## config.mk

```make
export PLATFORM = sky130hd
export DESIGN_NAME = lwb_pipe_flat
export DESIGN_NICKNAME = d
export VERILOG_FILES = /design/src/rtl/lwb_pipe_if.sv /design/src/rtl/lwb_pipe.sv /design/src/flat_wrapper.sv
export SDC_FILE = /design/constraint.sdc
export NUM_CORES = 1
export LEC_CHECK = 0
export ABC_AREA = 0
export CAP_MARGIN = 20
export CORE_UTILIZATION = 47
export CTS_CLUSTER_DIAMETER = 200
export DETAILED_ROUTE_END_ITERATION = 16
export GPL_ROUTABILITY_DRIVEN = 0
export PLACE_DENSITY = 0.84
export SETUP_SLACK_MARGIN = 0.05
export SLEW_MARGIN = 20
export SYNTH_ARGS = -nofsm -noshare
export SYNTH_HDL_FRONTEND = slang
export SYNTH_SLANG_ARGS = --single-unit
export TNS_END_PERCENT = 50
```

## constraint.sdc

```tcl
create_clock -name clk -period 2.5 [get_ports clk]
set_input_delay 0.25 -clock clk [delete_from_list [all_inputs] [get_ports clk]]
set_output_delay 0.25 -clock clk [all_outputs]
set_load 0.01 [all_outputs]
```

## src/rtl/lwb_pipe_if.sv

```systemverilog
// Bundle of request, control, writeback, lookup and occupancy signals for lwb_pipe.
// The master drives requests and lookup addresses; the slave is the delay pipe itself.
interface lwb_pipe_if #(
  parameter int DEPTH = 2,
  parameter int XLEN  = 32
);
  localparam int PW = $clog2(DEPTH + 1);

  logic            we_in;
  logic [4:0]      rd_in;
  logic [XLEN-1:0] data_in;
  logic            stall;
  logic            flush;
  logic            we_out;
  logic [4:0]      rd_out;
  logic [XLEN-1:0] data_out;
  logic [4:0]      rs1_addr;
  logic [4:0]      rs2_addr;
  logic            rs1_hit;
  logic            rs2_hit;
  logic [XLEN-1:0] rs1_data;
  logic [XLEN-1:0] rs2_data;
  logic [PW-1:0]   pending;

  modport master (
    output we_in, rd_in, data_in, stall, flush, rs1_addr, rs2_addr,
    input  we_out, rd_out, data_out, rs1_hit, rs2_hit, rs1_data, rs2_data, pending
  );

  modport slave (
    input  we_in, rd_in, data_in, stall, flush, rs1_addr, rs2_addr,
    output we_out, rd_out, data_out, rs1_hit, rs2_hit, rs1_data, rs2_data, pending
  );
endinterface

```

## src/rtl/lwb_pipe.sv

```systemverilog
// Load-writeback delay pipe: retimes load data onto the register-file write port by DEPTH
// cycles, with stall, flush, x0 suppression, youngest-first forwarding and an occupancy count.
module lwb_pipe #(
  parameter int DEPTH = 2,
  parameter int XLEN  = 32
) (
  input logic         clk,
  input logic         reset,
  lwb_pipe_if.slave   bus
);
  localparam int PW = $clog2(DEPTH + 1);

  logic [DEPTH-1:0]            valid_q, valid_d;
  logic [DEPTH-1:0][4:0]       rd_q, rd_d;
  logic [DEPTH-1:0][XLEN-1:0]  data_q, data_d;
  logic [PW-1:0]               pending_q, pending_d;

  logic            in_valid;
  logic            retire;
  logic [DEPTH-1:0] match1, match2;
  logic            rs1_hit_c, rs2_hit_c;
  logic [XLEN-1:0] rs1_data_c, rs2_data_c;

  // Writes to x0 enter as bubbles so they can neither write back nor forward.
  assign in_valid = bus.we_in & (bus.rd_in != 5'd0);
  assign retire   = valid_q[DEPTH-1];

  // Next-state: flush beats stall beats advance; rd/data may go stale under flush.
  always_comb begin
    valid_d   = valid_q;
    rd_d      = rd_q;
    data_d    = data_q;
    pending_d = pending_q;
    if (bus.flush) begin
      valid_d   = '0;
      pending_d = '0;
    end else if (!bus.stall) begin
      for (int k = 1; k < DEPTH; k++) begin
        valid_d[k] = valid_q[k-1];
        rd_d[k]    = rd_q[k-1];
        data_d[k]  = data_q[k-1];
      end
      valid_d[0] = in_valid;
      rd_d[0]    = bus.rd_in;
      data_d[0]  = bus.data_in;
      case ({in_valid, retire})
        2'b10:   pending_d = pending_q + PW'(1);
        2'b01:   pending_d = pending_q - PW'(1);
        default: pending_d = pending_q;
      endcase
    end else begin
      pending_d = pending_q;
    end
  end

  // Stage and occupancy registers.
  always_ff @(posedge clk or posedge reset) begin
    if (reset) begin
      valid_q   <= '0;
      rd_q      <= '0;
      data_q    <= '0;
      pending_q <= '0;
    end else begin
      valid_q   <= valid_d;
      rd_q      <= rd_d;
      data_q    <= data_d;
      pending_q <= pending_d;
    end
  end

  // Forwarding lookup: scan oldest to youngest so the youngest match wins.
  always_comb begin
    rs1_data_c = '0;
    rs2_data_c = '0;
    for (int k = 0; k < DEPTH; k++) begin
      match1[k] = valid_q[k] && (rd_q[k] == bus.rs1_addr) && (bus.rs1_addr != 5'd0);
      match2[k] = valid_q[k] && (rd_q[k] == bus.rs2_addr) && (bus.rs2_addr != 5'd0);
    end
    for (int k = DEPTH - 1; k >= 0; k--) begin
      rs1_data_c = match1[k] ? data_q[k] : rs1_data_c;
      rs2_data_c = match2[k] ? data_q[k] : rs2_data_c;
    end
    rs1_hit_c = |match1;
    rs2_hit_c = |match2;
  end

  assign bus.we_out   = valid_q[DEPTH-1];
  assign bus.rd_out   = rd_q[DEPTH-1];
  assign bus.data_out = data_q[DEPTH-1];
  assign bus.pending  = pending_q;
  assign bus.rs1_hit  = rs1_hit_c;
  assign bus.rs2_hit  = rs2_hit_c;
  assign bus.rs1_data = rs1_data_c;
  assign bus.rs2_data = rs2_data_c;
endmodule
```

## src/flat_wrapper.sv

```systemverilog
// flat-port wrapper written by rule: the top's interface ports become plain ports
module lwb_pipe_flat 
#(
  parameter int DEPTH = 2,
  parameter int XLEN  = 32
)
  (clk, reset, bus_we_in, bus_rd_in, bus_data_in, bus_stall, bus_flush, bus_rs1_addr, bus_rs2_addr, bus_we_out, bus_rd_out, bus_data_out, bus_rs1_hit, bus_rs2_hit, bus_rs1_data, bus_rs2_data, bus_pending);
  lwb_pipe_if #(.DEPTH(DEPTH), .XLEN(XLEN)) bus_i ();
  input logic clk;
  input logic reset;
  input wire logic [$bits(bus_i.we_in)-1:0] bus_we_in;
  input wire logic [$bits(bus_i.rd_in)-1:0] bus_rd_in;
  input wire logic [$bits(bus_i.data_in)-1:0] bus_data_in;
  input wire logic [$bits(bus_i.stall)-1:0] bus_stall;
  input wire logic [$bits(bus_i.flush)-1:0] bus_flush;
  input wire logic [$bits(bus_i.rs1_addr)-1:0] bus_rs1_addr;
  input wire logic [$bits(bus_i.rs2_addr)-1:0] bus_rs2_addr;
  output wire logic [$bits(bus_i.we_out)-1:0] bus_we_out;
  output wire logic [$bits(bus_i.rd_out)-1:0] bus_rd_out;
  output wire logic [$bits(bus_i.data_out)-1:0] bus_data_out;
  output wire logic [$bits(bus_i.rs1_hit)-1:0] bus_rs1_hit;
  output wire logic [$bits(bus_i.rs2_hit)-1:0] bus_rs2_hit;
  output wire logic [$bits(bus_i.rs1_data)-1:0] bus_rs1_data;
  output wire logic [$bits(bus_i.rs2_data)-1:0] bus_rs2_data;
  output wire logic [$bits(bus_i.pending)-1:0] bus_pending;
  assign bus_i.we_in = bus_we_in;
  assign bus_i.rd_in = bus_rd_in;
  assign bus_i.data_in = bus_data_in;
  assign bus_i.stall = bus_stall;
  assign bus_i.flush = bus_flush;
  assign bus_i.rs1_addr = bus_rs1_addr;
  assign bus_i.rs2_addr = bus_rs2_addr;
  assign bus_we_out = bus_i.we_out;
  assign bus_rd_out = bus_i.rd_out;
  assign bus_data_out = bus_i.data_out;
  assign bus_rs1_hit = bus_i.rs1_hit;
  assign bus_rs2_hit = bus_i.rs2_hit;
  assign bus_rs1_data = bus_i.rs1_data;
  assign bus_rs2_data = bus_i.rs2_data;
  assign bus_pending = bus_i.pending;
  lwb_pipe #(.DEPTH(DEPTH), .XLEN(XLEN)) u_core (.clk(clk), .reset(reset), .bus(bus_i));
endmodule
```

==> results of run 1 <==
## worst max-delay path: cells and delay by family (launching register included)
| family | cells | cell delay (ps) |
|---|---|---|
| xor+xnor | 1 | 180 |
| buf+inv | 4 | 580 |
| flops | 1 | 400 |
| mux | 1 | 310 |
| simple gates | 2 | 470 |
## flip-flops by register name, indices dropped and copies added (netlist names)
register and count:
u_core.bus.data_out 32, u_core.data_q 32, u_core.bus.rd_out 5, u_core.rd_q 5
u_core.bus.pending 2, u_core.valid_q 2
## per-layer routing
metal	vias up	wire length [um]	global-route usage, %
met5	-	0	0
met4	0	210	7.646
met3	15	695	5.240
met2	131	6815	42.76
met1	1868	5414	31.88
li1	1683	-	-
## where the power goes
group / switching (mW) / internal, mW
combinational: 0.457 / 0.681
sequential: 0.252 / 1.50
clock: 0.463 / 0.657
## Yosys cell counts (2+ instances only)
master    number
mux2i_1        4
buf_4         37
nand2_1        6
buf_2          6
nor3_1         3
inv_1          2
nand4_2        2
xnor2_1        2
mux2_4        58
a211oi_1       2
dfrtp_1       78
mux2_2        80
and3_1        64
mux2_1         2
nor4_2         4
nor2_1         9
xor2_1        18
clkbuf_1      14
buf_6          6
nor2b_1        2
## worst paths after layout
kind | start | endpoint | cells past startpoint
max reg2reg | u_core.valid_q[1]$_DFFE_PP0P_ | u_core.bus.pending[1]$_DFFE_PP0P_ | 4
max in group asynchronous | reset | u_core.rd_q[2]$_DFFE_PP0P_ | 3
max | u_core.rd_q[1]$_DFFE_PP0P_ | bus_rs2_data[8] | 8
min | reset | u_core.bus.data_out[0]$_DFFE_PP0P_ | 3
min reg2reg | u_core.bus.data_out[12]$_DFFE_PP0P_ | u_core.bus.data_out[12]$_DFFE_PP0P_ | 1
min in group clk | bus_data_in[12] | u_core.data_q[12]$_DFFE_PP0P_ | 2
## metrics by stage
stage | hold slack [ps] | utilization (%)
final | 323.4 | 70.60
after global routing | 342.6 | 70.60
after CTS | 333.7 | 69.66
after detailed placement | 530.6 | 64.48
after global placement | 525.9 | 64.48
after floorplan | 316.4 | -
## layout make-up
type,count,area share (%)
clock inverter,6,1.528
sequential,78,26.80
timing repair buffer,197,30.09
multi-input combinational,259,37.42
clock buffer,9,1.700
tap,136,2.335
inverter,2,0.1202
## cell families (layout without fill, tap and decap cells)
logic type / count (synthesis) / in the layout / share of synthesized area (%)
and+or+nand+nor: 92 / 92 / 11.49
muxes: 144 / 144 / 36.71
DFF: 78 / 78 / 39.06
buffers and inverters: 66 / 214 / 8.788
AOI/OAI and AO/OA: 3 / 3 / 0.4506
xor gates and xnor gates: 20 / 20 / 3.505
## repair_timing
action | in CTS | in global routing
endpoints found under the setup margin | 66 | 66
resized for setup | 333 | 22
setup buffers | 12 | 1
pin swaps | 4 | 2
gates cloned | 5 | 0
==> results.cfg, run 1 <==
[synthesis]
ys_warn_count = 0
synthTopCellsByArea = dfrtp_1, mux2_2, mux2_4, and3_1, buf_4
yosys_register_bits = 78
netlist_instances = 403
synthesis.area_sq_mm = 0.004997
yosysTopAreaCellShare_pct = 39.06
yosys.area.top_type = dfrtp_1
synth-edff-count = 0
synth_nets = 455
synth_top_flop_cell = dfrtp_1
synth_cell_types = 24
async_reset_ff_share_pct = 100.0
yosysSeqAreaShare_pct = 39.06
syn_area_per_cell_sq_um = 12.40

[route]
drt-total-wl_um = 13140
post_drt_wl_per_cell_um = 19.12
ant_nets = 0
first_iter_violations = 96
drc = 0
dr.pass1.iters = 4
vias = 3697
via_per_inst = 5.381

[setup_path]
crit_fanout = 8
worstPathRequired_ps = 2250
reg2reg_setup_slack_ps = 1080
slowest_delay_ps = 400
endpoint_kind = output port
path_common_cell = buf_6
worstPathArrival_ps = 2280
crit_type = reg -> out
cp_slowest_cell = dfrtp_1
worstSetupStartpointType = flop
path_cells = buf_6 > xor2_2 > nor4_4 > nand4_4 > buf_8 > buf_12 > mux2_4 > buf_6

[placement]
place_ws_ps = -279.4
dpl_cell_area_sq_mm = 0.006656
dp_hpwl_um = 8349
place_inst = 656
io_buffers = 157

[finish]
num-fill-cells = 728
layout_commonest_cell = clkdlybuf4s50_1
multi_input_area_sq_mm = 0.002728
final_area_sq_mm = 0.007288
final_nets = 599
syn_to_final_growth_pct = 45.84
finalNonFillerCells = 687
diodes = 0
drive_above_1_share_pct = 49.55
layout_common_cells = clkdlybuf4s50_1, mux2_2, dfrtp_1, buf_6, and3_1
regArea_sq_mm = 0.001953

[die]
core_area_sq_mm = 0.01032
start_util_pct = 48.41
die_w_um = 105.1
die_y_um = 105.1
row_count = 37
pin_count = 158
dieArea_sq_mm = 0.01105

[cts]
hold_buffers = 0
clk_pin_slew_ps = 80
clock_latency_ps = 350
htree_levels = 3
ctsLongestPathBuffers = 2
root_buffer = clkbuf_8
clkSinkCount = 78
numCtsBuffers = 9
cts_tree = yes

[sta]
tns_ps = -572.8
max_freq_mhz = 395.0
final-setup-viol-count = 39
timing.final.crit_share_pct = 101.3
max_slew_margin_pct = 72.11
hold_viol_final = 0
fin_crit_ps = 2531
slew_viol_final = 0
rsz0062_at_grt = true
worst_pin_slew_ps = 418.3
timing.final.ws_setup_ps = -31.39
fin_skew_ps = 4.575

[global_routing]
antenna_found_initial = 0
grt_max_degree = 79
grt_pass1_vias = 3923
grt_pass1_wl_um = 21250
grt_use_total_pct = 25.08
overflow = 0

[pwr]
p_leak_nw = 3.543
power_mw = 4.011
vdd_ir_drop_max_mv = 0.4145
p_per_area_mw_per_mm2 = 550.3

[run_status]
violations = setup timing
outcome = finished, violations left

[hold_path]
hp-class = in -> async

[run]
drv_cap = 0
Power figures use the tool's default switching activity.
==> run 2: changes to the inputs <==
==> constraint.sdc (replaced) <==
create_clock -name clk -period 2.5 [get_ports clk]
set_input_delay 0.25 -clock clk [delete_from_list [all_inputs] [get_ports clk]]
set_output_delay 0.25 -clock clk [all_outputs]
set_load 0.1 [all_outputs]
==> results.cfg, run 2 (same netlist as run 1, synthesis figures left out) <==
[run_status]
outcome = finished, violations left
violations = setup timing

[global_routing]
grt_pass1_vias = 3850
antenna_found_initial = 0
grt_max_degree = 47
grt_pass1_wl_um = 19780
grt_use_total_pct = 22.92
overflow = 0

[cts]
cts_tree = yes
clkSinkCount = 78
htree_levels = 3
clk_pin_slew_ps = 90
ctsLongestPathBuffers = 2
root_buffer = clkbuf_8
clock_latency_ps = 350
numCtsBuffers = 9
hold_buffers = 0

[die]
core_area_sq_mm = 0.01032
start_util_pct = 48.41
row_count = 37
die_y_um = 105.1
die_w_um = 105.1
dieArea_sq_mm = 0.01105
pin_count = 158

[placement]
dp_hpwl_um = 8984
io_buffers = 157
place_inst = 651

[finish]
num-fill-cells = 701
final_nets = 582
layout_common_cells = mux2_2, dfrtp_1, buf_12, and3_1, mux2_4
syn_to_final_growth_pct = 48.32
diodes = 0
layout_commonest_cell = mux2_2
finalNonFillerCells = 671
drive_above_1_share_pct = 55.33

[pwr]
p_per_area_mw_per_mm2 = 657.7
p_int_mw = 2.593
clockPowerShare_pct = 19.7
p_leak_nw = 3.560
swShare_pct = 46.81
vdd_ir_drop_max_mv = 0.4887
p_seq_share_pct = 36.1
p_comb_share_pct = 44.2
p_switching_mw = 2.282
power_mw = 4.875

[setup_path]
path_common_cell = buf_12
slowest_delay_ps = 460
crit_fanout = 16
path_cells = buf_6 > xor2_1 > nor4_2 > nand4_4 > buf_12 > mux2_4 > buf_12
worstSetupStartpointType = flop
r2r_cells = 4
worstPathArrival_ps = 2270
endpoint_kind = output port
worstPathRequired_ps = 2250
crit_type = reg -> out
cp_slowest_cell = dfrtp_2

[hold_path]
hp-class = in -> async

[sta]
timing.final.crit_share_pct = 100.9
fin_hold_ws_ps = 340.5
slew_viol_final = 0
worst_pin_slew_ps = 589.2
timing.final.ws_setup_ps = -22.35
fin_crit_ps = 2522
hold_viol_final = 0
fin_skew_ps = 10.07
max_freq_mhz = 396.5
final-setup-viol-count = 55
rsz0062_at_grt = true
tns_ps = -692.7
max_slew_margin_pct = 60.72

[route]
post_drt_wl_per_cell_um = 18.22
vias = 3607
first_iter_violations = 97
via_per_inst = 5.376
drt-total-wl_um = 12220
drc = 0
ant_nets = 0
dr.pass1.iters = 4

[run]
drv_cap = 0
## run 2: final timing paths
kind	from	endpoint	slack [ps]
min	reset	u_core.bus.rd_out[3]$_DFFE_PP0P_	340
max in group asynchronous	reset	u_core.data_q[30]$_DFFE_PP0P_	1670
max	u_core.rd_q[1]$_DFFE_PP0P_	bus_rs1_data[18]	-20
max reg2reg	u_core.valid_q[1]$_DFFE_PP0P_	u_core.bus.pending[1]$_DFFE_PP0P_	1140
min in group clk	bus_data_in[4]	u_core.data_q[4]$_DFFE_PP0P_	500
min reg2reg	u_core.bus.data_out[16]$_DFFE_PP0P_	u_core.bus.data_out[16]$_DFFE_PP0P_	560
## run 2: cell type report
type	instances	area (sq um)	area share, %
clock inverters	5	57.56	0.7765
repair buffers	180	2389	32.22
well taps	136	170.2	2.296
multi-input cells	259	2690	36.29
clock buffers	11	141.4	1.908
flip-flops and latches	78	1956	26.38
inverters	2	8.758	0.1182
## run 2: worst max-delay path, delay by kind of cell (launching register included)
kind	cells	cell delay, ps
simple gates	2	460
flops	1	460
buf+inv	3	500
mux	1	330
xor+xnor	1	160
## run 2: repair_timing
item,CTS,global route
pin swaps,2,2
setup endpoints to repair,64,65
gates cloned,0,1
gates resized for setup,0,5
setup buffers,2,1
## run 2: power groups by stage
stage               clock (mW)  combinational (mW)  sequential [mW]
floorplan                    0                1.82             1.71
global placement             0                2.11             1.75
detailed placement           0                2.14             1.78
CTS                      0.980                2.15             1.75
global route              1.05                2.22             1.80
finish                   0.962                2.15             1.76
## run 2: stage by stage
stage          cell area (sq um)  setup WS, ps  util, %
5_1_grt                     7412        -125.6    71.80
3_5_place_dp                7143         17.28    69.19
2_1_floorplan               4999         60.26        -
6_report                    7412        -22.35    71.80
3_3_place_gp                7143         82.78    69.19
4_1_cts                     7357        -35.91    71.26
## run 2: per-layer routing
metal	wire [um]	global-route usage, %	part of all wire (%)	vias to the layer above
li1	-	-	-	1654
met4	193	6.740	1.6	0
met2	6269	41.06	51	117
met1	5061	26.85	41	1818
met3	700	5.926	5.7	18
met5	0	0	0	-
